<file path="config.mk">
export PLATFORM = sky130hd
export DESIGN_NAME = crossover_pe
export DESIGN_NICKNAME = d
export VERILOG_FILES = /design/src/rtl/crossover_pkg.sv /design/src/rtl/crossover_pe_lfsr16.sv /design/src/rtl/crossover_pe.sv
export SDC_FILE = /design/constraint.sdc
export NUM_CORES = 1
export LEC_CHECK = 0
export CAP_MARGIN = 15
export CELL_PAD_IN_SITES_DETAIL_PLACEMENT = 1
export CELL_PAD_IN_SITES_GLOBAL_PLACEMENT = 1
export CORE_ASPECT_RATIO = 1.5
export CORE_UTILIZATION = 33
export DETAILED_ROUTE_END_ITERATION = 7
export PLACE_DENSITY_LB_ADDON = 0.15
export SYNTH_ARGS = -nofsm -noshare
export SYNTH_HDL_FRONTEND = slang
export SYNTH_HIERARCHICAL = 1
export SYNTH_SLANG_ARGS = --single-unit
</file>
<file path="constraint.sdc">
create_clock -name clk -period 3.3 [get_ports clk]
set_input_delay 0.33 -clock clk [delete_from_list [all_inputs] [get_ports clk]]
set_output_delay 0.33 -clock clk [all_outputs]
set_load 0.05 [all_outputs]
</file>
<file path="src/rtl/crossover_pkg.sv">
// crossover_pkg: mode codes, FSM states, gene field offsets and LFSR taps for crossover_pe
package crossover_pkg;
  localparam logic [1:0] MODE_SINGLE  = 2'd0;
  localparam logic [1:0] MODE_ALIGNED = 2'd1;
  localparam logic [1:0] MODE_UNIFORM = 2'd2;
  localparam logic [15:0] LFSR_TAPS = 16'h002D;
  typedef enum logic {S_IDLE, S_RUN} state_e;
  function automatic int dst_lsb(input int weight_w);
    return weight_w;
  endfunction
  function automatic int src_lsb(input int node_w, input int weight_w);
    return node_w + weight_w;
  endfunction
  function automatic int innov_lsb(input int node_w, input int weight_w);
    return 2 * node_w + weight_w;
  endfunction
endpackage

</file>
<file path="src/rtl/crossover_pe_lfsr16.sv">
// lfsr16: 16-bit right-shifting Fibonacci LFSR (taps 16,14,13,11); ports clk, rst (sync active-low), en, q
module lfsr16 import crossover_pkg::*; #(
  parameter logic [15:0] SEED = 16'hACE1
) (
  input  logic        clk,
  input  logic        rst,
  input  logic        en,
  output logic [15:0] q
);
  always_ff @(posedge clk)
    if (!rst) q <= SEED;
    else if (en) q <= {^(q & LFSR_TAPS), q[15:1]};
endmodule

</file>
<file path="src/rtl/crossover_pe.sv">
// crossover_pe: streaming NEAT crossover of two innovation-sorted parent streams (cfg, in_a, in_b, out handshakes; done pulse; out_count)
module crossover_pe import crossover_pkg::*; #(
  parameter int WEIGHT_W = 8,
  parameter int NODE_W = 8,
  parameter int INNOV_W = 8,
  parameter int FIT_W = 8,
  parameter int SIZE_W = 8,
  parameter logic [15:0] LFSR_SEED = 16'hACE1,
  localparam int GENE_W = INNOV_W + 2 * NODE_W + WEIGHT_W
) (
  input  logic              clk,
  input  logic              rst,
  input  logic              cfg_valid,
  output logic              cfg_ready,
  input  logic [1:0]        cfg_mode,
  input  logic [SIZE_W-1:0] cfg_xpt,
  input  logic [SIZE_W-1:0] cfg_size_a,
  input  logic [SIZE_W-1:0] cfg_size_b,
  input  logic [FIT_W-1:0]  cfg_fit_a,
  input  logic [FIT_W-1:0]  cfg_fit_b,
  input  logic              in_a_valid,
  output logic              in_a_ready,
  input  logic [GENE_W-1:0] in_a_gene,
  input  logic              in_b_valid,
  output logic              in_b_ready,
  input  logic [GENE_W-1:0] in_b_gene,
  output logic              out_valid,
  input  logic              out_ready,
  output logic [GENE_W-1:0] out_gene,
  output logic              done,
  output logic [SIZE_W:0]   out_count
);
  localparam int ILSB = innov_lsb(NODE_W, WEIGHT_W);
  state_e state_q;
  logic [1:0] mode_q;
  logic [SIZE_W-1:0] xpt_q, size_a_q, size_b_q, cnt_a_q, cnt_b_q, idx;
  logic [FIT_W-1:0] fit_a_q, fit_b_q;
  logic out_valid_q, done_q;
  logic [GENE_W-1:0] out_gene_q;
  logic [SIZE_W:0] out_count_q;
  logic [15:0] lfsr_q;
  logic [INNOV_W-1:0] inn_a, inn_b;
  logic run, ex_a, ex_b, slot_free, single, uniform, eq, a_fit, fire, take_a, take_b, sel_a, emit, finish;
  always_comb begin
    run = rst && state_q == S_RUN;
    ex_a = cnt_a_q == size_a_q;
    ex_b = cnt_b_q == size_b_q;
    slot_free = !out_valid_q || out_ready;
    single = mode_q == MODE_SINGLE;
    uniform = mode_q == MODE_UNIFORM;
    inn_a = in_a_gene[ILSB +: INNOV_W];
    inn_b = in_b_gene[ILSB +: INNOV_W];
    eq = !ex_a && !ex_b && inn_a == inn_b;
    a_fit = fit_a_q >= fit_b_q;
    idx = ex_a ? cnt_b_q : cnt_a_q;
    fire = run && !(ex_a && ex_b) && slot_free && (ex_a || in_a_valid) && (ex_b || in_b_valid);
    // single-point walks both parents in lockstep; other modes take the lower (or equal) head
    take_a = !ex_a && (single || ex_b || inn_a <= inn_b);
    take_b = !ex_b && (single || ex_a || inn_b <= inn_a);
    sel_a = single ? idx < xpt_q : eq ? (uniform ? !lfsr_q[0] : a_fit) : take_a;
    // unmatched genes survive only when they come from the fitter parent (ties favour A)
    emit = single ? (sel_a ? !ex_a : !ex_b) : eq || (take_a ? a_fit : !a_fit);
    finish = run && ex_a && ex_b && slot_free;
    in_a_ready = fire && take_a;
    in_b_ready = fire && take_b;
    cfg_ready = rst && state_q == S_IDLE;
  end
  lfsr16 #(.SEED(LFSR_SEED)) u_lfsr (
    .clk(clk),
    .rst(rst),
    .en(fire && uniform && eq),
    .q(lfsr_q)
  );
  always_ff @(posedge clk)
    if (!rst) begin
      state_q <= S_IDLE;
      mode_q <= '0;
      xpt_q <= '0;
      size_a_q <= '0;
      size_b_q <= '0;
      fit_a_q <= '0;
      fit_b_q <= '0;
      cnt_a_q <= '0;
      cnt_b_q <= '0;
      out_valid_q <= 1'b0;
      out_gene_q <= '0;
      out_count_q <= '0;
      done_q <= 1'b0;
    end else begin
      done_q <= finish;
      if (out_ready) out_valid_q <= 1'b0;
      if (state_q == S_IDLE && cfg_valid) begin
        mode_q <= cfg_mode;
        xpt_q <= cfg_xpt;
        size_a_q <= cfg_size_a;
        size_b_q <= cfg_size_b;
        fit_a_q <= cfg_fit_a;
        fit_b_q <= cfg_fit_b;
        cnt_a_q <= '0;
        cnt_b_q <= '0;
        out_count_q <= '0;
        state_q <= S_RUN;
      end
      if (finish) state_q <= S_IDLE;
      if (fire) begin
        cnt_a_q <= cnt_a_q + SIZE_W'(take_a);
        cnt_b_q <= cnt_b_q + SIZE_W'(take_b);
        if (emit) begin
          out_valid_q <= 1'b1;
          out_gene_q <= sel_a ? in_a_gene : in_b_gene;
          out_count_q <= &out_count_q ? out_count_q : out_count_q + (SIZE_W + 1)'(1);
        end
      end
    end
  assign out_valid = out_valid_q;
  assign out_gene = out_gene_q;
  assign out_count = out_count_q;
  assign done = done_q;
endmodule

</file>
[Yosys cells after proc, flatten, opt, wreduce, memory -nomap -nowiden]
Cells that the tools add are included.
Cells by class
  reduce and logical (&&, ||, !) cells: 39
  $add $sub $neg: 3
  bitwise operators: 2
  $lt $le $gt $ge: 4
  eq/ne operators: 5
  mux-type cells: 18
Operators by type and width (count)
  $mux 9: 4
  $mux 32: 1
  $mux 8: 4
  $eq 8x8->1: 3
  $logic_and 1x1->1: 19
  $add 8x1->8: 2
  $le 8x8->1: 2
  $reduce_xor 16->1: 1
  $add 9x1->9 const B: 1
  $mux 1: 9
  $reduce_and 9->1: 1
  $ge 8x8->1: 1
  $logic_or 1x1->1: 8
  $lt 8x8->1: 1
  $logic_not 1->1: 6
  $ne 3x3->1 const B: 1
  $eq 2x2->1 const B: 1
  $logic_not 2->1: 1
  $not 1->1: 2
  $reduce_and 2->1: 1
  $reduce_bool 2->1: 1
  $reduce_or 2->1: 1
Word-level totals
  logic and storage cells: 85
  flip-flop bits (word level): 118
  output and inout port bits: 46
  bits of input ports: 112

[Depth between registers and ports, before layout]
Gate-level depths: netlist of run 1.
  word-level depth: 10
  depth in mapped cells: 15
  gate-level depth less buffers: 13

[By module]
The synthesis of run 1 kept the hierarchy.
By module, submodules not included
  crossover_pe: cells an instance 659, area an instance 5542.8 sq um, times used 1, sequential area each 2042.0 sq um
  lfsr16: cells an instance 54, area an instance 630.6 sq um, times used 1, sequential area each 320.3 sq um

[Least setup slack after synthesis of run 1]
OpenSTA, ideal clock, no wires.
  kind: flip-flop to flip-flop
  start: register cnt_a_q[4]
  end: register out_count_q[1], in the netlist out_count[1]
  data arrival time: 3.121 ns
  buffers on the path: 2
  required time: 3.185 ns
  stages on the path, launching flop included: 16
  setup slack: 0.065 ns
  period minus slack after synthesis: 3.235 ns
  setup time: 0.115 ns
  cell sequence: dfxtp_1 xnor2_2 and4_1 nand2_1 buf_2 nand2_1 nand2_1 ha_1 a21o_1 a21o_1 a221o_1 a2111o_1 o2111a_2 buf_6 and4_4 o21a_1
On the way
  longest elaborated chain between the ends: 10
  elaborated cells on any way between the ends: 23
  classes of those cells: 1 x order compare; 2 x eq/ne; 8 x mux; 12 x reduce/logical
RTL lines
  start: declaration: RTL line crossover_pe.sv:36  | logic [SIZE_W-1:0] xpt_q, size_a_q, size_b_q, cnt_a_q, cnt_b_q, idx;
  start signal: assignment: RTL line crossover_pe.sv:106  | cnt_a_q <= cnt_a_q + SIZE_W'(take_a);
  parallel branches: the longest is 10 deep, another holds $lt 8x8->1
  end signal: assignment: RTL line crossover_pe.sv:111  | out_count_q <= &out_count_q ? out_count_q : out_count_q + (SIZE_W + 1)'(1);
  end: declaration: RTL line crossover_pe.sv:40  | logic [SIZE_W:0] out_count_q;
Parallel ways; which one is timed is not known.
A chain may end at the register's enable or synchronous reset.

[Worst setup path after layout of run 1]
  start: register cnt_a_q[5]
  end: register out_gene_q[31], in the netlist out_gene[31]
On the way
  longest elaborated chain between the ends: 9
  elaborated cells on any way between the ends: 22
  classes of those cells: 1 x order compare; 1 x eq/ne; 7 x mux; 13 x reduce/logical
RTL lines
  parallel branches: the longest is 9 deep, another holds $lt 8x8->1
  end signal: assignment: RTL line crossover_pe.sv:110  | out_gene_q <= sel_a ? in_a_gene : in_b_gene;
  end: declaration: RTL line crossover_pe.sv:39  | logic [GENE_W-1:0] out_gene_q;
Parallel ways; which one is timed is not known.

==> results of run 1 <==
-- cell families (layout without fill, tap and decap cells) --
logic type / Yosys count / in the layout / synth area share, %
AO/OA/AOI/OAI: 179 / 180 / 20.6
XOR/XNOR: 21 / 21 / 3.22
adder cells (fa/ha/maj): 29 / 29 / 5.88
buffers and inverters: 70 / 272 / 5.25
flip-flops: 118 / 118 / 38.3
multiplexers: 50 / 50 / 8.13
AND/OR/NAND/NOR: 246 / 246 / 18.7
-- cells in the final DEF, fill, tap and decap left out, types with 14 or more instances in the layout --
cell / Yosys / layout
clkdlybuf4s50_1: 0 / 154
nand2_1: 142 / 127
dfxtp_1: 118 / 112
a21oi_1: 93 / 68
mux2i_1: 49 / 48
buf_4: 0 / 42
a211oi_2: 30 / 31
nor2_1: 25 / 25
inv_1: 25 / 25
a21oi_2: 0 / 25
ha_1: 29 / 23
clkbuf_16: 0 / 20
nand3_1: 18 / 16
o21ai_0: 14 / 14
-- how the worst max path moves through the flow --
stage	endpoint	slack, ps	depth (start not counted)
final	out_gene[31]	-30	15
after global routing	out_gene[31]	-180	15
after CTS	out_count[7]	30	15
after detailed placement	out_gene[27]	-170	15
after global placement	out_gene[3]	-30	15
after floorplan	out_count[1]	60	15
-- worst max-delay path: cells and delay by family (launching register included) --
| kind | cells | cell delay [ps] |
|---|---|---|
| adder cells (fa/ha/maj) | 1 | 270 |
| buffers and inverters | 2 | 400 |
| flip-flops | 1 | 330 |
| AO/OA/AOI/OAI | 5 | 1040 |
| AND/OR/NAND/NOR | 6 | 970 |
| XOR/XNOR | 1 | 220 |
-- Yosys cell counts (all sizes together), types with 2 or more instances --
cell,count,area share (%)
a21oi,93,7.5
and4,4,0.61
o2111a,2,0.39
and2,4,0.41
nor4,2,0.41
nand2b,3,0.30
nand3b,4,0.49
a211oi,32,6.3
xnor2,13,2.1
ha,29,5.9
nor2,27,1.8
nor3,6,0.49
nor2b,11,1.1
a41oi,2,0.41
a311oi,3,0.43
xor2,8,1.1
clkbuf,28,1.7
and3,3,0.30
a31oi,8,0.81
o311ai,3,0.43
nand3,18,1.5
o21a,2,0.24
buf,16,2.0
nor3b,3,0.36
inv,25,1.5
o211ai,6,0.81
mux2i,49,7.9
o21ai,15,1.3
or4,6,0.79
o2111ai,3,0.53
o311a,2,0.32
nand4,9,1.0
dfxtp,118,38
a21o,5,0.61
nand2,142,8.6
-- metal layers --
metal  global-route usage (%)  share of wire (%)  vias up
li1                         -                  -     2913
met1                     20.8                 36     2951
met2                     42.8                 57      171
met3                     4.18                4.7       43
met4                     8.24                2.8        0
met5                        0                  0        -
-- sequential cells by signal (all words and copies together), names as in the netlist --
register,cells
cnt_b_q,8
state_q,1
fit_b_q,8
u_lfsr/q,16
out_valid,1
xpt_q,8
fit_a_q,8
done,1
size_a_q,8
cnt_a_q,8
out_count,9
mode_q,2
out_gene,32
size_b_q,8
-- metrics by stage --
stage / cells / util (%) / setup slack, ps / hold slack (ps)
final: 1164 / 52.7 / -27.1 / 458
after global routing: 1164 / 52.7 / -183 / 460
after CTS: 1154 / 50.5 / 30.4 / 450
after detailed placement: 1118 / 45.9 / -170 / 453
after global placement: 1118 / 45.9 / -28.8 / 445
after floorplan: 713 / - / 64.7 / 436
-- timing repair --
item,4_1_cts,5_1_grt
buffers inserted,4,7
pin swaps,8,47
cloned,1,3
resized for setup,29,61
endpoints found under the setup margin,42,42
-- cell type report --
type                            instances  area [um^2]  area share (%)
Inverter                               26         98.8            1.04
Clock buffer                           18          439            4.60
Tap cell                              248          310            3.25
Sequential cell                       118         2370            24.9
Clock inverter                         14          221            2.32
Multi-Input combinational cell        526         3920            41.1
Timing Repair Buffer                  214         2180            22.8
-- power by group through the flow --
stage	clock [W]	sequential [W]	combinational, W
floorplan	0	0.00165	0.000490
global placement	0	0.00155	0.000980
detailed placement	0	0.00156	0.00101
CTS	0.00213	0.00153	0.00106
global route	0.00219	0.00154	0.00119
finish	0.00209	0.00153	0.00112
==> metrics.txt, run 1 <==
CTS sink cnt 118; WHS Path Cells 3; CP Cell Sequence xnor2_2, and4_4, nand2_4, buf_4, nand2_2, nand2_2, ha_4, nand4_1, nor3_2, a221o_1, a2111o_1, o2111a_2, clkbuf_16, a21oi_2, a211oi_2; routability cong. around 0.85; Final Setup Violations 16; Setup crit end kind flop; final setup TNS -202 ps; ant diodes 0; Reg2Reg Setup Slack -30 ps; worst path required time 3640 ps; clk root buf clkbuf_16; Seq/Total Area, Yosys a little under two fifths; via count 6078; CP Launch Type flop; CP startpoint cnt_a_q[5]; DRT Pass-1 Iters 4; # hold bufs at CTS 0; WHS Endpoint size_b_q[3]; arrival time of the worst setup path 3660 ps; RSZ-0062 raised after global routing true; Synth Instances 713; CTS tree done; FMAX 0.301 GHz; 1st-iter DRT viols between 200 and 250; Final period util 101%; vias in the first global route around 6400; number of fill cells 2036; die area ~19000 um^2; global-route wire length before repair 31800 um; total chip power between 0.004 and 0.005 W; static leakage 3.55 nW; width of the die 114 um; clock network power share a little over two fifths; HPWL Detailed 15100 um; cells on worst reg2reg path 15; pins over their slew limit 0; RR Startpoint cnt_a_q[5]; actual slew at the worst max-slew pin 669 ps; drt total wl between 20000 and 25000 um; # port buffers 157; R2R Path End out_gene[31]; Mapped Avg Cell Area 8.66 um^2; Worst-Skew Late Latency 420 ps; Initial Utilization 34.1%; vias per cell 5.22; Mapped Nets around 850; global route overflow 0; Syn-to-layout area delta 54.5%; sequential share of power around a third; Worst path max stage delay 420 ps; CTS Buffer Depth 2; Seq cells post-synth 118; share of layout cells above drive strength 1 23.4%; status finished, violations left; internal power around 0.0034 W; Fin. Hold Viols 0; gr usage total 21.3%; Worst slew margin 55.4%; H-tree depth 4; Layout Skew 12.3 ps; Post-synth EDFFs 0; IO Count ~160; Ys Warns 6; post-route cell area 9540 um^2; Hold Crit Start cfg_size_b[3]; failing checks setup timing; Rows 60; Yosys cell types 60; Die Y around 170 um; P_sw 0.00139 W; Max Cap Viol 0; min Tclk post-route approximately 3300 ps; Crit Path Max Fanout 8; largest net degree at the start of global routing 88; Syn Std Cell Area between 6000 and 7000 um^2; slowest cell on the critical path o2111a_2; final worst slack -27.1 ps; pwr dens between 400 and 500 nW/um^2; Worst-path clk slew 60 ps; crit path kind reg2reg; asr flop ratio synth 0%; Core Area approximately 18000 um^2; Switching Share around 29%; Comb power frac 23.7%; Routed Antenna Nets 0; Routed wire per std cell 18.5 um; top_reg_cell synth dfxtp_1; Placed Area 8300 um^2; Nets 1044; Most common cell on crit path nand2_2; CTS Buf Count 17; worst ir drop on vdd around 0.0003 V; initial antenna violation count 0; Min-Delay Path Class in2reg; number of remaining DRC errors 0
Power figures use the tool's default switching activity.
==> run 2: changes to the inputs <==
- CORE_ASPECT_RATIO: 1.5 -> 1.75
==> run 2 against run 1 <==
Compared with the run above: the flow now finishes without violations; maximum frequency increased by 1.4%; wire length decreased by 6.4%; worst hold slack got worse by 9.9 ps; flip-flop and latch count unchanged; sequential share of layout area increased by 1.1 points; critical path type unchanged; highest routed layer unchanged.
==> metrics.txt, run 2 (synthesis gave the netlist of run 1 again) <==
status completed; dpl cells 1099 (-1.7%); Nets 1031 (-1.2%); Setup crit end kind flop; Routed Antenna Nets 0 (unchanged); 1st-iter DRT viols 122 (-47%); Layout Skew 10.2 ps (-2.02 ps); most frequent cells in the layout clkdlybuf4s50_1 (154), nand2_1 (140), dfxtp_1 (111); CP Launch Type flop; max reg flops 32 (unchanged); post-route insts no fill 1137 (-2.3%); routability cong. 0.831 (-1.9%); total chip power 0.00445 W (-6.3%); worst ir drop on vdd 0.000349 V (+16%); register area 2370 um^2 (about the same); CTS tree done; gr usage total 21.1% (-0.26 points); Worst-Skew Late Latency 420 ps (about the same); via count 5937 (-2.3%); commonest non-fill, non-tap cell in the layout clkdlybuf4s50_1; final setup TNS 0 ps (+202 ps); Crit Path Max Fanout 8 (unchanged); # port buffers 157 (unchanged); arrival time of the worst setup path 3600 ps (-60 ps); area of the multi-input gates 3760 um^2 (-4.0%); FMAX 0.305 GHz (+1.4%); global-route wire length before repair 31700 um (-0.48%); Final period util 99.5% (-1.4 points); crit path kind reg2reg; drt total wl 20200 um (-6.4%); global route overflow 0 (unchanged); Worst path max stage delay 380 ps (-40 ps); Core Area 18100 um^2 (+0.24%); CTS Buffer Depth 2 (unchanged); vias in the first global route 6353 (-1.0%); worst path buffer plus inverter count 2 (unchanged); CTS Buf Count 17 (unchanged); Worst-path clk slew 60 ps (about the same); Syn-to-layout area delta 47.8%; number of fill cells 2066 (+1.5%); static leakage 3.40 nW (-4.3%); Routed wire per std cell 17.8 um (-4.1%); Final Setup Violations 0 (-16); Rows 65 (+8.3%); worst path required time 3620 ps (-20 ps); die area 19300 um^2 (about the same); Max Cap Viol 0 (unchanged); min Tclk post-route 3280 ps (-44.8 ps); actual slew at the worst max-slew pin 787 ps (+118 ps); CTS sink cnt 118 (unchanged); H-tree depth 4 (unchanged); number of remaining DRC errors 0 (unchanged); CP Cell Sequence xnor2_4, and4_4, nand2_4, buf_6, nand2_1, nand2_1, ha_1, nand4_1, nor3_2, a221o_1, a2111o_1, buf_4, o2111ai_4, or3_1, a311oi_2; DRT Pass-1 Iters 4 (unchanged); Initial Utilization 34.0% (-0.082 points); Worst slew margin 47.5% (-7.9 points); clk root buf clkbuf_16; Fin. Hold Viols 0 (unchanged); RSZ-0062 raised after global routing true; largest net degree at the start of global routing 65 (-26%); CP delay by family, top simple AND/OR/NAND/NOR gates; initial antenna violation count 0 (unchanged); pwr dens 487 nW/um^2 (-2.0%); Min-Delay Path Class in2reg; ant diodes 0 (unchanged); slowest cell on the critical path or3_1; Die Y 183 um (+7.9%); # hold bufs at CTS 0 (unchanged); width of the die 105 um (-7.3%); IO Count 158 (unchanged); fin util 50.3% (-2.4 points); vias per cell 5.22 (about the same); share of layout cells above drive strength 1 19.4% (-4.0 points); Most common cell on crit path nand2_1; HPWL Detailed 15100 um (+0.39%); pins over their slew limit 0 (unchanged)
run 2: cell count changes in the layout (fill, tap and decap cells not counted), moves of 4 or more:
cell     delta
nand2_2    -11
ha_4        -4
a21oi_1     +8
nand2_1    +13
buf_4       -6
a21oi_2     -9
run 2: final timing paths:
kind / start / end / slack (ps) / depth (start not counted)
worst min-delay path: cfg_size_a[5] / size_a_q[5] / 450 / 3
worst min register to register: fit_b_q[2] / fit_b_q[2] / 460 / 2
worst max register to register: size_a_q[5] / out_count[6] / 20 / 15
worst max-delay path: size_a_q[5] / out_count[6] / 20 / 15
run 2: area by class of cell:
type                       count  area share, %
multi-input combinational    526           41.3
clock inverter                15           1.85
timing repair buffer         201           21.9
sequential                   118           26.0
tap                          234           3.21
inverter                      26           1.08
clock buffer                  17           4.66
run 2: metrics by stage:
step	area, um^2	hold slack (ps)	worst slack (ps)
after floorplan	6170	436	64.7
after global placement	8220	449	-69.1
after detailed placement	8220	458	-192
after CTS	8910	439	22.7
after global routing	9120	468	-105
final	9120	448	17.7
run 2: power by group:
part | switching [W] | total [W] | leakage (nW) | internal, W
clock network | 0.000736 | 0.00187 | 0.295 | 0.00113
registers | 0.0000435 | 0.00153 | 0.963 | 0.00149
logic | 0.000583 | 0.00105 | 2.14 | 0.000469
total | 0.00136 | 0.00445 | 3.40 | 0.00308
run 2: repair_timing:
item	CTS	global route
pin swaps	4	13
cloned	0	1
setup endpoints to repair	41	41
setup buffers	1	5
resized for setup	20	35
run 2: worst register-to-register path: stages (launching register included):
cell and delay, ps:
dfxtp_2 350, xnor2_4 200, and4_4 270, nand2_4 70, buf_6 130, nand2_1 70
nand2_1 60, ha_1 300, nand4_1 190, nor3_2 170, a221o_1 200, a2111o_1 200
buf_4 150, o2111ai_4 150, or3_1 380, a311oi_2 300
run 2: metal layers:
layer  wire, um  GRT usage [%]  part of all wire, %
met2      11100           41.0                   55
met1       7390           20.1                   37
met4        921           11.9                  4.6
met3        829           4.16                  4.1
met5          0              0                    0
==> run 3: changes to the inputs <==
- RECOVER_POWER: unset -> 50
==> run 3 against run 2 <==
Compared with the run above: clock skew increased by 0.90 ps; via count is essentially flat; utilization stayed put; sequential share of layout area unchanged; cell count stayed put; maximum frequency rose by 0.10%; register-to-register slack is essentially flat; die area unchanged; worst hold slack improved by 1.4 ps; final area unchanged; largest power group unchanged.
==> metrics.txt, run 3 (synthesis gave the netlist of run 1 again) <==
width of the die 105 um (unchanged); vias in the first global route 6353 (unchanged); max reg flops 32 (unchanged); Max Cap Viol 0 (unchanged); die area 19300 um^2 (unchanged); commonest non-fill, non-tap cell in the layout nand2_1; global-route wire length before repair 31700 um (unchanged); min Tclk post-route 3280 ps (-3.43 ps); Min-Delay Path Class in2reg; share of layout cells above drive strength 1 19.4% (unchanged); slowest cell on the critical path or3_1; Reg2Reg Setup Slack 20 ps (about the same); routability cong. 0.831 (unchanged); status completed; DRT Pass-1 Iters 4 (unchanged); worst path required time 3620 ps (about the same); Fin. Hold Viols 0 (unchanged); Syn-to-layout area delta 47.8% (unchanged); Final Setup Violations 0 (unchanged); actual slew at the worst max-slew pin 773 ps (-14.3 ps); # hold bufs at CTS 0 (unchanged); CP delay by family, top simple AND/OR/NAND/NOR gates; largest net degree at the start of global routing 65 (unchanged); RR Startpoint size_a_q[5]; vias per cell 5.22 (about the same); Most common cell on crit path nand2_1; CTS tree done; CP Launch Type flop; RSZ-0062 raised after global routing true; post-route insts no fill 1137 (unchanged); ant diodes 0 (unchanged); Initial Utilization 34.0% (unchanged); Core Area 18100 um^2 (unchanged); via count 5938 (+0.017%); 1st-iter DRT viols 123 (+0.82%); initial antenna violation count 0 (unchanged); CTS sink cnt 118 (unchanged); Worst-path clk slew 60 ps (about the same); Crit Path Max Fanout 8 (unchanged); Rows 65 (unchanged); Worst slew margin 48.5% (+0.96 points); # port buffers 157 (unchanged); R2R Path End out_count[6]; Routed Antenna Nets 0 (unchanged); WHS Path Cells 3 (unchanged); Die Y 183 um (unchanged); Worst-Skew Late Latency 420 ps (about the same); gr usage total 21.1% (unchanged); CP Cell Sequence xnor2_4, and4_4, nand2_4, buf_6, nand2_1, nand2_1, ha_1, nand4_1, nor3_2, a221o_1, a2111o_1, buf_4, o2111ai_4, or3_1, a311oi_2; Hold Crit Start cfg_size_a[5]; drt total wl 20200 um (-0.29%); static leakage 3.51 nW (+3.3%); global route overflow 0 (unchanged); crit path kind reg2reg; Layout Skew 11.1 ps (+0.904 ps); Final period util 99.4% (-0.10 points); worst path buffer plus inverter count 2 (unchanged); most frequent cells in the layout nand2_1 (140), clkdlybuf4s50_1 (118), dfxtp_1 (111); FMAX 0.305 GHz (+0.10%); pwr dens 486 nW/um^2 (-0.28%); pins over their slew limit 0 (unchanged); WHS Endpoint size_a_q[5]; fin util 50.3% (unchanged); number of remaining DRC errors 0 (unchanged); Nets 1031 (unchanged); Setup crit end kind flop; arrival time of the worst setup path 3600 ps (about the same); HPWL Detailed 15100 um (unchanged); CTS Buffer Depth 2 (unchanged); Routed wire per std cell 17.7 um (-0.29%); dpl cells 1099 (unchanged); CTS Buf Count 17 (unchanged); number of fill cells 2066 (unchanged); Worst path max stage delay 380 ps (about the same); H-tree depth 4 (unchanged); cells on worst reg2reg path 15 (unchanged); IO Count 158 (unchanged); clk root buf clkbuf_16; worst ir drop on vdd 0.000347 V (-0.48%)
## run 3: worst min-delay path, cell delays in order
cell and delay, ps:
clkdlybuf4s50_1 400, nand2_1 60, a21oi_1 50
## run 3: stage by stage
step	instance area [um^2]	total power [W]	TNS [ps]	hold WS (ps)	setup slack, ps
after global placement	8220	0.00252	-1450	449	-69.1
after floorplan	6170	0.00214	0	436	64.7
final	9120	0.00443	0	449	21.1
after CTS	8910	0.00447	0	439	22.7
after detailed placement	8220	0.00256	-5050	458	-192
after global routing	9120	0.00464	-240	468	-105
## run 3: what timing repair did
item	in CTS	in global routing
gates cloned	0	1
buffers inserted	1	5
hold endpoints to repair	0	0
resized for setup	20	35
endpoints found under the setup margin	41	41
pin swaps	4	13
## run 3: layer usage
metal	GRT usage, %	share of wire (%)	vias to the layer above
met1	20.1	37	2832
met4	11.9	4.5	0
met2	41.0	55	170
met5	0	0	-
li1	-	-	2884
met3	4.16	3.9	52
## run 3: worst max-delay path by stage
| stage | startpoint | end | slack, ps | depth (start not counted) |
|---|---|---|---|---|
| after floorplan | cnt_a_q[4] | out_count[1] | 60 | 15 |
| after global placement | cnt_a_q[5] | out_count[6] | -70 | 13 |
| after detailed placement | cnt_a_q[5] | out_gene[28] | -190 | 14 |
| after CTS | size_a_q[7] | out_count[8] | 20 | 15 |
| after global routing | size_a_q[4] | out_count[6] | -100 | 15 |
| final | size_a_q[5] | out_count[6] | 20 | 15 |
## run 3: area by class of cell
class | instances | area, um^2 | area share (%)
Timing Repair Buffer | 201 | 2000 | 21.9
Tap cell | 234 | 293 | 3.21
Sequential cell | 118 | 2370 | 26.0
Multi-Input combinational cell | 526 | 3760 | 41.3
Clock buffer | 17 | 425 | 4.66
Inverter | 26 | 98.8 | 1.08
Clock inverter | 15 | 169 | 1.85
## run 3: power by group
| group | switching [W] | internal [W] |
|---|---|---|
| clock network | 0.000735 | 0.00113 |
| registers | 0.0000425 | 0.00149 |
| logic | 0.000582 | 0.000459 |
| total | 0.00136 | 0.00307 |
